==> config.mk <==
export PLATFORM = sky130hd
export DESIGN_NAME = seg7_scan_driver
export DESIGN_NICKNAME = d
export VERILOG_FILES = /design/src/rtl/seg7_pkg.sv /design/src/rtl/seg7_hex_decode.sv /design/src/rtl/seg7_scan_driver.sv
export SDC_FILE = /design/constraint.sdc
export NUM_CORES = 1
export LEC_CHECK = 0
export BUFFER_PORTS_ARGS = -buffer_cell sky130_fd_sc_hd__buf_4
export CAP_MARGIN = 25
export CORE_UTILIZATION = 61
export DETAILED_ROUTE_END_ITERATION = 7
export GPL_ROUTABILITY_DRIVEN = 0
export PLACE_DENSITY = 0.82
export SKIP_CTS_REPAIR_TIMING = 1
export SKIP_LAST_GASP = 1
export SYNTH_ARGS = -nofsm -noshare
export SYNTH_HDL_FRONTEND = slang
export SYNTH_SLANG_ARGS = --single-unit
==> constraint.sdc <==
create_clock -name clk -period 6.6 [get_ports clk]
set_input_delay 1.32 -clock clk [delete_from_list [all_inputs] [get_ports clk]]
set_output_delay 1.32 -clock clk [all_outputs]
set_load 0.1 [all_outputs]
==> src/rtl/seg7_pkg.sv <==
// Shared constants for the seven-segment scan driver: segment table,
// off-levels and the default digit index type.
package seg7_pkg;

    localparam int DEF_NUM_DIGITS = 8;

    localparam logic [6:0] SEG_OFF = 7'h7F;
    localparam logic       AN_OFF  = 1'b1;

    typedef logic [$clog2(DEF_NUM_DIGITS)-1:0] digit_idx_t;

    // Active-low {g..a} patterns; entry n is the glyph for hex digit n.
    localparam logic [15:0][6:0] SEG_TABLE = {
        7'b0001110,  // F
        7'b0000110,  // E
        7'b0100001,  // d
        7'b1000110,  // C
        7'b0000011,  // b
        7'b0001000,  // A
        7'b0010000,  // 9
        7'b0000000,  // 8
        7'b1111000,  // 7
        7'b0000010,  // 6
        7'b0010010,  // 5
        7'b0011001,  // 4
        7'b0110000,  // 3
        7'b0100100,  // 2
        7'b1111001,  // 1
        7'b1000000   // 0
    };

    function automatic logic [6:0] hex_to_seg(input logic [3:0] nib);
        return SEG_TABLE[nib];
    endfunction

endpackage

==> src/rtl/seg7_hex_decode.sv <==
// Pure combinational hex nibble to active-low seven-segment pattern.
module seg7_hex_decode
    import seg7_pkg::*;
(
    input  logic [3:0] nibble,
    output logic [6:0] seg
);

    // Table lookup of the glyph for one nibble.
    always_comb begin
        seg = hex_to_seg(nibble);
    end

endmodule

==> src/rtl/seg7_scan_driver.sv <==
// Time-multiplexed seven-segment driver: tear-free word latching via a pending
// buffer, per-slot dead time, hex decode and leading-zero suppression.
module seg7_scan_driver
    import seg7_pkg::*;
#(
    parameter int NUM_DIGITS   = DEF_NUM_DIGITS,
    parameter int DIGIT_CYCLES = 32768,
    parameter int DEAD_CYCLES  = 256,
    parameter int BLANK_LZ     = 1
)
(
    input  logic                    clk,
    input  logic                    reset,
    input  logic                    enable,
    input  logic                    data_valid,
    output logic                    data_ready,
    input  logic [4*NUM_DIGITS-1:0] data,
    input  logic [NUM_DIGITS-1:0]   dp_mask,
    output logic [NUM_DIGITS-1:0]   an,
    output logic [6:0]              a2g,
    output logic                    dp,
    output logic                    frame_done
);

    localparam int TICK_W = (DIGIT_CYCLES > 1) ? $clog2(DIGIT_CYCLES) : 1;
    localparam int IDX_W  = (NUM_DIGITS > 1) ? $clog2(NUM_DIGITS) : 1;

    localparam logic [TICK_W-1:0]     TICK_LAST = TICK_W'(DIGIT_CYCLES - 1);
    localparam logic [TICK_W-1:0]     DEAD_LIM  = TICK_W'(DEAD_CYCLES);
    localparam logic [IDX_W-1:0]      IDX_LAST  = IDX_W'(NUM_DIGITS - 1);
    localparam logic [NUM_DIGITS-1:0] AN_DARK   = {NUM_DIGITS{AN_OFF}};

    logic [TICK_W-1:0]       tick_r;
    logic [IDX_W-1:0]        idx_r;
    logic [TICK_W-1:0]       tick_nxt_s;
    logic [IDX_W-1:0]        idx_nxt_s;

    logic [4*NUM_DIGITS-1:0] pend_data_r;
    logic [NUM_DIGITS-1:0]   pend_dp_r;
    logic                    pend_full_r;
    logic [4*NUM_DIGITS-1:0] disp_data_r;
    logic [NUM_DIGITS-1:0]   disp_dp_r;

    logic [NUM_DIGITS-1:0]   an_r;
    logic [6:0]              a2g_r;
    logic                    dp_r;
    logic                    frame_done_r;

    logic                    slot_end_s;
    logic                    frame_end_s;
    logic                    xfer_s;
    logic                    upper_zero_s;
    logic [NUM_DIGITS-1:0]   lz_mask_s;
    logic                    blank_s;
    logic [3:0]              nibble_s;
    logic [6:0]              seg_s;
    logic [NUM_DIGITS-1:0]   an_sel_s;

    assign slot_end_s  = enable && (tick_r == TICK_LAST);
    assign frame_end_s = slot_end_s && (idx_r == IDX_LAST);

    // A full pending buffer frees up on the frame-end swap; while dark the
    // word goes straight through, so the block always accepts.
    assign data_ready = ~pend_full_r | frame_end_s | ~enable;
    assign xfer_s     = data_valid & data_ready;

    // Scan position next state: hold at digit 0 slot start while disabled.
    always_comb begin
        tick_nxt_s = tick_r;
        idx_nxt_s  = idx_r;
        if (!enable) begin
            tick_nxt_s = '0;
            idx_nxt_s  = '0;
        end else if (slot_end_s) begin
            tick_nxt_s = '0;
            if (idx_r == IDX_LAST) begin
                idx_nxt_s = '0;
            end else begin
                idx_nxt_s = idx_r + IDX_W'(1);
            end
        end else begin
            tick_nxt_s = tick_r + TICK_W'(1);
        end
    end

    // Scan position registers.
    always_ff @(posedge clk or posedge reset) begin
        if (reset) begin
            tick_r <= '0;
            idx_r  <= '0;
        end else begin
            tick_r <= tick_nxt_s;
            idx_r  <= idx_nxt_s;
        end
    end

    // Pending/display buffers; display only changes at frame end or while dark.
    always_ff @(posedge clk or posedge reset) begin
        if (reset) begin
            pend_data_r <= '0;
            pend_dp_r   <= '0;
            pend_full_r <= 1'b0;
            disp_data_r <= '0;
            disp_dp_r   <= '0;
        end else begin
            if (xfer_s) begin
                pend_data_r <= data;
                pend_dp_r   <= dp_mask;
            end
            if (!enable) begin
                pend_full_r <= 1'b0;
                if (xfer_s) begin
                    disp_data_r <= data;
                    disp_dp_r   <= dp_mask;
                end else if (pend_full_r) begin
                    disp_data_r <= pend_data_r;
                    disp_dp_r   <= pend_dp_r;
                end
            end else if (frame_end_s) begin
                pend_full_r <= xfer_s;
                if (pend_full_r) begin
                    disp_data_r <= pend_data_r;
                    disp_dp_r   <= pend_dp_r;
                end
            end else if (xfer_s) begin
                pend_full_r <= 1'b1;
            end
        end
    end

    // Digit i is a leading zero when it and every higher nibble are zero.
    always_comb begin
        upper_zero_s = 1'b1;
        lz_mask_s    = '0;
        for (int i = NUM_DIGITS - 1; i >= 0; i--) begin
            upper_zero_s = upper_zero_s & (disp_data_r[4*i +: 4] == 4'h0);
            if (i > 0) begin
                lz_mask_s[i] = upper_zero_s;
            end else begin
                lz_mask_s[i] = 1'b0;
            end
        end
    end

    assign nibble_s = disp_data_r[{idx_r, 2'b00} +: 4];

    seg7_hex_decode u_decode (
        .nibble (nibble_s),
        .seg    (seg_s)
    );

    // Blank decision and one-hot active-low anode select for the current slot.
    always_comb begin
        blank_s = (tick_r < DEAD_LIM) || !enable ||
                  ((BLANK_LZ != 0) && lz_mask_s[idx_r]);
        an_sel_s        = AN_DARK;
        an_sel_s[idx_r] = 1'b0;
    end

    // Registered display outputs, one cycle behind the scan position.
    always_ff @(posedge clk or posedge reset) begin
        if (reset) begin
            an_r         <= AN_DARK;
            a2g_r        <= SEG_OFF;
            dp_r         <= 1'b1;
            frame_done_r <= 1'b0;
        end else begin
            frame_done_r <= frame_end_s;
            if (blank_s) begin
                an_r  <= AN_DARK;
                a2g_r <= SEG_OFF;
                dp_r  <= 1'b1;
            end else begin
                an_r  <= an_sel_s;
                a2g_r <= seg_s;
                dp_r  <= ~disp_dp_r[idx_r];
            end
        end
    end

    assign an         = an_r;
    assign a2g        = a2g_r;
    assign dp         = dp_r;
    assign frame_done = frame_done_r;

endmodule

==> reports/results.env, run 1 <==
RUN_STATUS='completed'
SYNTH_SEQ_AREA_SHARE_PCT=51.1
SYNTH.LIB_CELLS_USED.DISTINCT=52
HOLD_VIOL=0
LAYOUT.CELLS.NON_FILLER=666
SYNTHARSTFLOPSHARE_PCT=100
TIMING.CRITICAL_PATH.FROM_TYPE='register'
NUMBER_OF_ANTENNA_DIODES=0
CTS_TREE='built'
WIRE_LENGTH_OF_THE_FIRST_GLOBAL_ROUTING_PASS_MICRONS=22000
FINALWORSTSETUPSLACK_NS=2.40
POST_SYNTH_INST_COUNT=490
TIMING.REG2REG.SETUP_SLACK_NS=3.65
SYNTH-WARNING-COUNT=0
INITIAL_UTILIZATION_PCT=64.4
FINAL_NET_COUNT=598
VIA_COUNT_OF_THE_FIRST_GLOBAL_ROUTING_PASS=4345
SYN2LAYOUT_AREA_GROWTH_PCT=20.3
CP_COMMON_CELL='sky130_fd_sc_hd__ha_1'
PLACEMENTROWS=34
TIMING.FMAX_MHz=238
CORE_AREA_SQ_UM=8890
GRT_USE_TOTAL_PCT=29.3
WORST-SETUP-PATH-TYPE='register to primary output'
WORSTMARGINPINSLEW_NS=0.798
DIEHEIGHT_MICRONS=98.9
POST_SYNTH.CELL_AREA_AVG_SQ_UM=11.7
CRITICAL_PATH_ARRIVAL_NS=2.88
WORST_SKEW_PAIR.LATE_LATENCY_NS=0.51
CTS.SINKS=116
IO-PIN-COUNT=62
TOTAL_LEAKAGE_POWER_nW=2.84
POST_SYNTHESIS_XOR_XNOR_AREA_FRACTION_PCT=1.53
CTS_ROOT_BUF='sky130_fd_sc_hd__clkbuf_8'
CRITICAL-PATH-SLOWEST-CELL='sky130_fd_sc_hd__dfrtp_1'
FINAL_LAYOUT_SIZE_SUFFIX_GT1_SHARE_PCT=32.6
TRITONCTS.NUM_BUFFERS=17
SYNTH.AREA.MUX_SHARE_PCT=13.1
REPORT.FINAL.SETUP_VIOL=0
WORSTREG2REGEND='a2g[3]'
SYNTH-COMPOUND-AREA-SHARE_PCT=16.4
PATH_MAX_FANOUT=20
PERIOD_SHARE_PCT=63.6
SYN-CELL-AREA_SQ_UM=5720
VIAS=4385
CP-STARTPOINT='idx_r[0]'
POST-DP-HPWL_MICRONS=8610
SYNTH_EDF_COUNT=0
COMBINATIONAL_FAMILY_WITH_THE_MOST_AREA_AFTER_SYNTHESIS='compound AO/OA/AOI/OAI gates'
YS_DOMINANT_REG_CELL='sky130_fd_sc_hd__dfrtp_1'
LARGEST_NET_DEGREE_AT_THE_START_OF_GLOBAL_ROUTING=83
GLOBALROUTE.TOTALOVERFLOW=0
TIMING.CLOCK.SKEW_NS=0.00885
WL_PER_CELL_MICRONS=20.0
DIE_AREA_SQ_UM=9780
DETAIL_ROUTE.FIRST_PASS.ITERATIONS=5
PATH_CLK_SLEW_NS=0.05
TIMING.HOLD.WORST.CLASS='register to register'
AREA_USED_BY_MULTI_INPUT_COMBINATIONAL_LOGIC_SQ_UM=2590
CLOCK_PATH_BUFFERS=2
STORAGE_ELEMENT_AREA_SQ_UM=2920
WORST_HOLD_STARTPOINT='tick_r[0]'
REGTOREGSTARTPOINT='idx_r[0]'
PLACE_INST=633
STAGE_DELAY_OF_THE_SLOWEST_CELL_ON_THE_CRITICAL_PATH_NS=0.82
SYNTH_ADDER_AREA_SHARE_PCT=1.97
BUFFER_PORTS.INSERTED=61
FILLER_CELL_COUNT=557
CRIT_CHAIN='ha_1, ha_1, inv_1, nor4_2, or2_2, buf_4'
CRITPATHCAPTURETYPE='primary output'
SYNTH_SIMPLE_GATE_AREA_SHARE_PCT=12.1
CHIPWIDTH_MICRONS=98.9
INITIAL_ANTENNA_VIOLATION_COUNT=0
ROUTE.ANTENNA.REMAINING_NETS=0
SYN-NUM-NETS=543
PLACE_WORST_SETUP_SLACK_NS=2.74
VIA_PER_INSTANCE_RATIO=6.58
POWERDENSITY_nW_PER_UM2=294
VDD_DROP_MAX_uV=208
FIN_TNS_SETUP_NS=0
MAX-CAP-VIOLATIONS=0
HTREE_LEVELS=4
DRT_DRC_VIOLATIONS_LEFT=0
TIMING.FINAL.MAX_SLEW_VIOLATIONS=0
INITIALDRTVIOLATIONCOUNT=343
ROUTED_WL_MICRONS=13300
SETUP_REPAIR_AFTER_GLOBAL_ROUTING_MISSED_ITS_MARGIN='false'
CP_DATA_REQUIRED_TIME_NS=5.28
DEPTH_OF_THE_MOST_CRITICAL_REG_TO_REG_PATH=5
WORST_SETUP_PATH_ENDPOINT='data_ready'
MAXSLEWHEADROOM_PCT=46.6
YS_FF_LATCH=116
FINALWORSTPATHREQUIREDPERIOD_NS=4.20
[layout make-up]
| cell class | instances | share of cell area (%) |
|---|---|---|
| Tap cell | 108 | 1.96 |
| Timing Repair Buffer | 68 | 8.28 |
| Sequential cell | 116 | 42.4 |
| Multi-Input combinational cell | 325 | 37.7 |
| Inverter | 17 | 0.963 |
| Clock inverter | 12 | 2.23 |
| Clock buffer | 20 | 6.47 |
[worst max-delay path, delay by kind of cell (launching register included)]
family,cells,cell delay [ns]
flops,1,0.82
simple gates,2,0.70
fa+ha+maj,2,0.44
buf+inv,2,0.39
[cell usage in the layout, fill, tap and decap left out, types with 3 or more instances in the layout]
| cell | instances |
|---|---|
| sky130_fd_sc_hd__dfrtp_1 | 100 |
| sky130_fd_sc_hd__buf_4 | 65 |
| sky130_fd_sc_hd__nor2_1 | 46 |
| sky130_fd_sc_hd__mux2_2 | 45 |
| sky130_fd_sc_hd__a22oi_1 | 28 |
| sky130_fd_sc_hd__a221o_1 | 28 |
| sky130_fd_sc_hd__nand2_1 | 24 |
| sky130_fd_sc_hd__inv_1 | 16 |
| sky130_fd_sc_hd__dfstp_2 | 16 |
| sky130_fd_sc_hd__clkbuf_16 | 16 |
| sky130_fd_sc_hd__nand3_1 | 15 |
| sky130_fd_sc_hd__o22ai_1 | 12 |
| sky130_fd_sc_hd__nand2b_1 | 12 |
| sky130_fd_sc_hd__o221a_1 | 10 |
| sky130_fd_sc_hd__mux4_2 | 9 |
| sky130_fd_sc_hd__ha_1 | 9 |
| sky130_fd_sc_hd__nor4_1 | 8 |
| sky130_fd_sc_hd__xnor2_1 | 8 |
| sky130_fd_sc_hd__nand4_1 | 7 |
| sky130_fd_sc_hd__o21ai_0 | 7 |
| sky130_fd_sc_hd__or3_1 | 5 |
| sky130_fd_sc_hd__nor3_1 | 5 |
| sky130_fd_sc_hd__a21boi_0 | 5 |
| sky130_fd_sc_hd__mux2i_1 | 4 |
| sky130_fd_sc_hd__a211oi_1 | 3 |
| sky130_fd_sc_hd__clkbuf_8 | 3 |
| sky130_fd_sc_hd__clkinvlp_4 | 3 |
| sky130_fd_sc_hd__clkinv_2 | 3 |
| sky130_fd_sc_hd__bufinv_16 | 3 |
| sky130_fd_sc_hd__buf_16 | 3 |
[worst min path at each step]
stage                end  slack (ns)  cells past startpoint
6_report       tick_r[0]        0.51                      1
5_1_grt        tick_r[0]        0.53                      1
4_1_cts        tick_r[0]        0.50                      1
3_5_place_dp   tick_r[0]        0.49                      1
3_3_place_gp   tick_r[0]        0.47                      1
2_1_floorplan  tick_r[0]        0.45                      1
[registers in the layout, indices dropped and copies added (netlist names)]
register     count
tick_r          15
dp               1
disp_data_r     32
an               8
disp_dp_r        8
pend_dp_r        8
frame_done       1
idx_r            3
a2g              7
pend_data_r     32
pend_full_r      1
[layer usage]
metal  wire length, microns  vias up  track usage [%]
met1                   5600     2203             38.3
met2                   6660      177             47.6
li1                       -     1969                -
met5                      0        -                0
met4                    420        0             13.3
met3                    612       36             5.67
[per-stage QoR]
step / utilization [%] / instance area (sq um) / total power (W) / hold slack [ns]
final: 77.5 / 6890 / 0.00203 / 0.510
after global routing: 77.5 / 6890 / 0.00210 / 0.529
after CTS: 77.2 / 6860 / 0.00203 / 0.498
after detailed placement: 70.4 / 6260 / 0.00111 / 0.490
after global placement: 69.8 / 6210 / 0.00109 / 0.465
after floorplan: - / 5720 / 0.00102 / 0.455
[Yosys cell counts (3+ instances only)]
| cell | n | area share, % |
|---|---|---|
| sky130_fd_sc_hd__ha_1 | 9 | 2.0 |
| sky130_fd_sc_hd__a21boi_0 | 5 | 0.66 |
| sky130_fd_sc_hd__buf_6 | 3 | 0.59 |
| sky130_fd_sc_hd__a211oi_1 | 3 | 0.39 |
| sky130_fd_sc_hd__nor2_1 | 46 | 3.0 |
| sky130_fd_sc_hd__mux2_2 | 45 | 8.9 |
| sky130_fd_sc_hd__dfstp_2 | 16 | 7.3 |
| sky130_fd_sc_hd__mux2i_1 | 4 | 0.70 |
| sky130_fd_sc_hd__o221a_1 | 10 | 2.0 |
| sky130_fd_sc_hd__o21ai_0 | 7 | 0.61 |
| sky130_fd_sc_hd__buf_2 | 10 | 0.87 |
| sky130_fd_sc_hd__clkbuf_1 | 17 | 1.1 |
| sky130_fd_sc_hd__dfrtp_1 | 100 | 44 |
| sky130_fd_sc_hd__nand2_1 | 24 | 1.6 |
| sky130_fd_sc_hd__o22ai_1 | 12 | 1.3 |
| sky130_fd_sc_hd__a22oi_1 | 28 | 3.7 |
| sky130_fd_sc_hd__mux4_2 | 9 | 3.5 |
| sky130_fd_sc_hd__nand2b_1 | 12 | 1.3 |
| sky130_fd_sc_hd__nand4_1 | 7 | 0.76 |
| sky130_fd_sc_hd__a221o_1 | 28 | 4.9 |
| sky130_fd_sc_hd__nor3_1 | 5 | 0.44 |
| sky130_fd_sc_hd__nor4_1 | 8 | 0.87 |
| sky130_fd_sc_hd__xnor2_1 | 8 | 1.2 |
| sky130_fd_sc_hd__nand3_1 | 15 | 1.3 |
| sky130_fd_sc_hd__inv_1 | 17 | 1.1 |
| sky130_fd_sc_hd__or3_1 | 5 | 0.55 |
[kinds of logic (layout without fill, tap and decap cells)]
family,Yosys count,in the layout
compound gates,111,111
xor+xnor,10,10
fa+ha+maj,9,9
buf+inv,49,117
flops,116,116
mux,58,58
simple gates,137,137
[where the power goes]
group          switching [W]  leakage, nW  internal [W]
sequential         0.0000733         1.39      0.000788
combinational       0.000115         1.17      0.000135
clock               0.000321        0.287      0.000594
Power figures use the tool's default switching activity.
==> inputs of run 2 (changes only) <==
CORE_UTILIZATION = 59   (was 61)
PLACE_DENSITY = 0.8   (was 0.82)
clock period = 4.4 ns   (was 6.6 ns; I/O delays follow)
==> run 2 against run 1 <==
Effect of this change:
- total power is 45% higher
- routed wire length is 0.34% higher
- hold slack worse by 0.087 ns
- largest power group is now sequential cells
==> reports/results.env, run 2 (synthesis gave the netlist of run 1 again) <==
CRITICAL-PATH-SLOWEST-CELL='sky130_fd_sc_hd__dfrtp_1'
CTS_TREE='built'
CRITICAL_PATH_ARRIVAL_NS=2.88
POWER.NET_SWITCHING_W=0.000765
REPORT.FINAL.SETUP_VIOL=0
CRITPATHCAPTURETYPE='primary output'
POWERDENSITY_nW_PER_UM2=431
LAYOUT_TOP_REGISTERS='disp_data_r: 32 flops, pend_data_r: 32 flops, tick_r: 15 flops'
NUMBER_OF_ANTENNA_DIODES=0
RUN_STATUS='completed'
ROUTED_WL_MICRONS=13300
DETAIL_ROUTE.FIRST_PASS.ITERATIONS=5
CHIPWIDTH_MICRONS=101
FINALWORSTPATHREQUIREDPERIOD_NS=3.76
LARGEST_NET_DEGREE_AT_THE_START_OF_GLOBAL_ROUTING=56
FINAL_LAYOUT_SIZE_SUFFIX_GT1_SHARE_PCT=32.6
VIA_COUNT_OF_THE_FIRST_GLOBAL_ROUTING_PASS=4363
VIA_PER_INSTANCE_RATIO=6.36
FIN_TNS_SETUP_NS=0
MAXSLEWHEADROOM_PCT=45.9
CTS_ROOT_BUF='sky130_fd_sc_hd__clkbuf_8'
MET2_WIRELENGTH_MICRONS=6860
SYN2LAYOUT_AREA_GROWTH_PCT=19.4
DRT_DRC_VIOLATIONS_LEFT=0
HOLD_VIOL=0
MAX-CAP-VIOLATIONS=0
BUFFER_PORTS.INSERTED=61
FINAL_NET_COUNT=599
CRIT_CHAIN='ha_1, ha_1, inv_1, nor4_2, or2_2, buf_4'
WL_MET1_MICRONS=5350
WIRE_LENGTH_OF_THE_FIRST_GLOBAL_ROUTING_PASS_MICRONS=22300
STAGE_DELAY_OF_THE_SLOWEST_CELL_ON_THE_CRITICAL_PATH_NS=0.85
TIMING.CRITICAL_PATH.FROM_TYPE='register'
WL_MET3_MICRONS=766
WORST-SETUP-PATH-TYPE='register to primary output'
PLACEMENTROWS=35
GRT_USE_TOTAL_PCT=29.2
DIEHEIGHT_MICRONS=101
TIMING.CRITICAL_PATH.MAX_DELAY_FAMILY='flip-flops'
DEPTH_OF_THE_MOST_CRITICAL_REG_TO_REG_PATH=5
CP_DATA_REQUIRED_TIME_NS=3.52
INITIALDRTVIOLATIONCOUNT=425
TIMING.FMAX_MHz=266
IO-PIN-COUNT=62
TRITONCTS.NUM_BUFFERS=17
COMMONEST_NON_FILL_NON_TAP_CELL_IN_THE_LAYOUT='sky130_fd_sc_hd__dfrtp_1'
TOTAL_LEAKAGE_POWER_nW=2.81
CTS.SINKS=116
POST-DP-HPWL_MICRONS=8580
INTPOWER_W=0.00218
INITIAL_ANTENNA_VIOLATION_COUNT=0
ROUTE.TOP_LAYER_USED='met4'
PATH_MAX_FANOUT=20
HTREE_LEVELS=4
WL_PER_CELL_MICRONS=19.4
TIMING.HOLD.WORST.CLASS='input pin to asynchronous set/reset pin'
CLOCK_PATH_BUFFERS=2
SEQ_POWER_SHARE_PCT=43.8
MOST-COMMON-LAYOUT-CELLS='100 x sky130_fd_sc_hd__dfrtp_1, 67 x sky130_fd_sc_hd__buf_4, 46 x sky130_fd_sc_hd__nor2_1'
ROUTE.ANTENNA.REMAINING_NETS=0
WORSTREG2REGEND='a2g[3]'
GLOBALROUTE.TOTALOVERFLOW=0
TIMING.CLOCK.SKEW_NS=0.00541
CP_COMMON_CELL='sky130_fd_sc_hd__ha_1'
PWR-SHARE-COMB_PCT=12.7
VIAS=4379
FINALPOWER_W=0.00294
SETUP_REPAIR_AFTER_GLOBAL_ROUTING_MISSED_ITS_MARGIN='false'
TIMING.FINAL.MAX_SLEW_VIOLATIONS=0
INITIAL_UTILIZATION_PCT=61.4
REGTOREGSTARTPOINT='idx_r[0]'
PERIOD_SHARE_PCT=85.5
VDD_DROP_MAX_uV=331
CORE_AREA_SQ_UM=9330
WORSTMARGINPINSLEW_NS=0.812
DIE_AREA_SQ_UM=10100
TIMING.REG2REG.SETUP_SLACK_NS=1.43
PATH_CLK_SLEW_NS=0.05
CLOCK_POWER_SHARE_PCT=43.5
WORST_SKEW_PAIR.LATE_LATENCY_NS=0.51
SWSHARE_PCT=26.0
CP_NUM_BUF_INV=2
## run 2: cell count changes in the layout (fill, tap and decap cells not counted), moves of 2 or more
cell,previous run,this run
sky130_fd_sc_hd__clkbuf_8,3,1
sky130_fd_sc_hd__buf_4,65,67
sky130_fd_sc_hd__clkinv_2,3,5
sky130_fd_sc_hd__buf_16,3,0
## run 2: worst reg2reg max path, stage by stage, from the launching register on
cell                      delay (ns)
sky130_fd_sc_hd__dfrtp_1        0.85
sky130_fd_sc_hd__mux4_2         0.60
sky130_fd_sc_hd__mux2i_1        0.53
sky130_fd_sc_hd__ha_1           0.38
sky130_fd_sc_hd__mux4_2         0.48
sky130_fd_sc_hd__nand2_1        0.09
## run 2: area by class of cell
class,instances,area [sq um]
Tap cell,129,161
Fill cell,629,2490
Inverter,17,66.3
Multi-Input combinational cell,325,2590
Timing Repair Buffer,69,534
Clock buffer,18,418
Clock inverter,14,138
Sequential cell,116,2920
## run 2: per-stage QoR
step,instances,area [sq um],setup slack (ns),hold slack [ns],util [%]
floorplan,490,5720,0.474,0.455,-
global placement,654,6250,1.27,0.464,67.0
detailed placement,656,6280,1.19,0.485,67.3
CTS,688,6830,0.640,0.424,73.3
global route,688,6830,0.480,0.456,73.3
finish,688,6830,0.637,0.423,73.3
## run 2: worst max path at each step
| stage | from | end | slack (ns) | depth (start not counted) |
|---|---|---|---|---|
| finish | idx_r[0] | data_ready | 0.64 | 6 |
| global route | idx_r[0] | data_ready | 0.48 | 6 |
| CTS | idx_r[0] | data_ready | 0.64 | 6 |
| detailed placement | idx_r[0] | data_ready | 1.19 | 6 |
| global placement | idx_r[0] | data_ready | 1.27 | 6 |
| floorplan | reset | disp_data_r[0] | 0.47 | 1 |
## run 2: layer usage
metal,track usage (%),vias up
met5,0,-
met2,47.9,180
li1,-,1988
met3,6.93,32
met1,37.6,2179
met4,11.6,0
## run 2: power groups by stage
stage               Clock (W)  Sequential, W  Combinational [W]
global route          0.00135        0.00130           0.000410
detailed placement          0        0.00130           0.000368
CTS                   0.00130        0.00128           0.000374
floorplan                   0        0.00126           0.000277
global placement            0        0.00130           0.000347
finish                0.00128        0.00129           0.000374
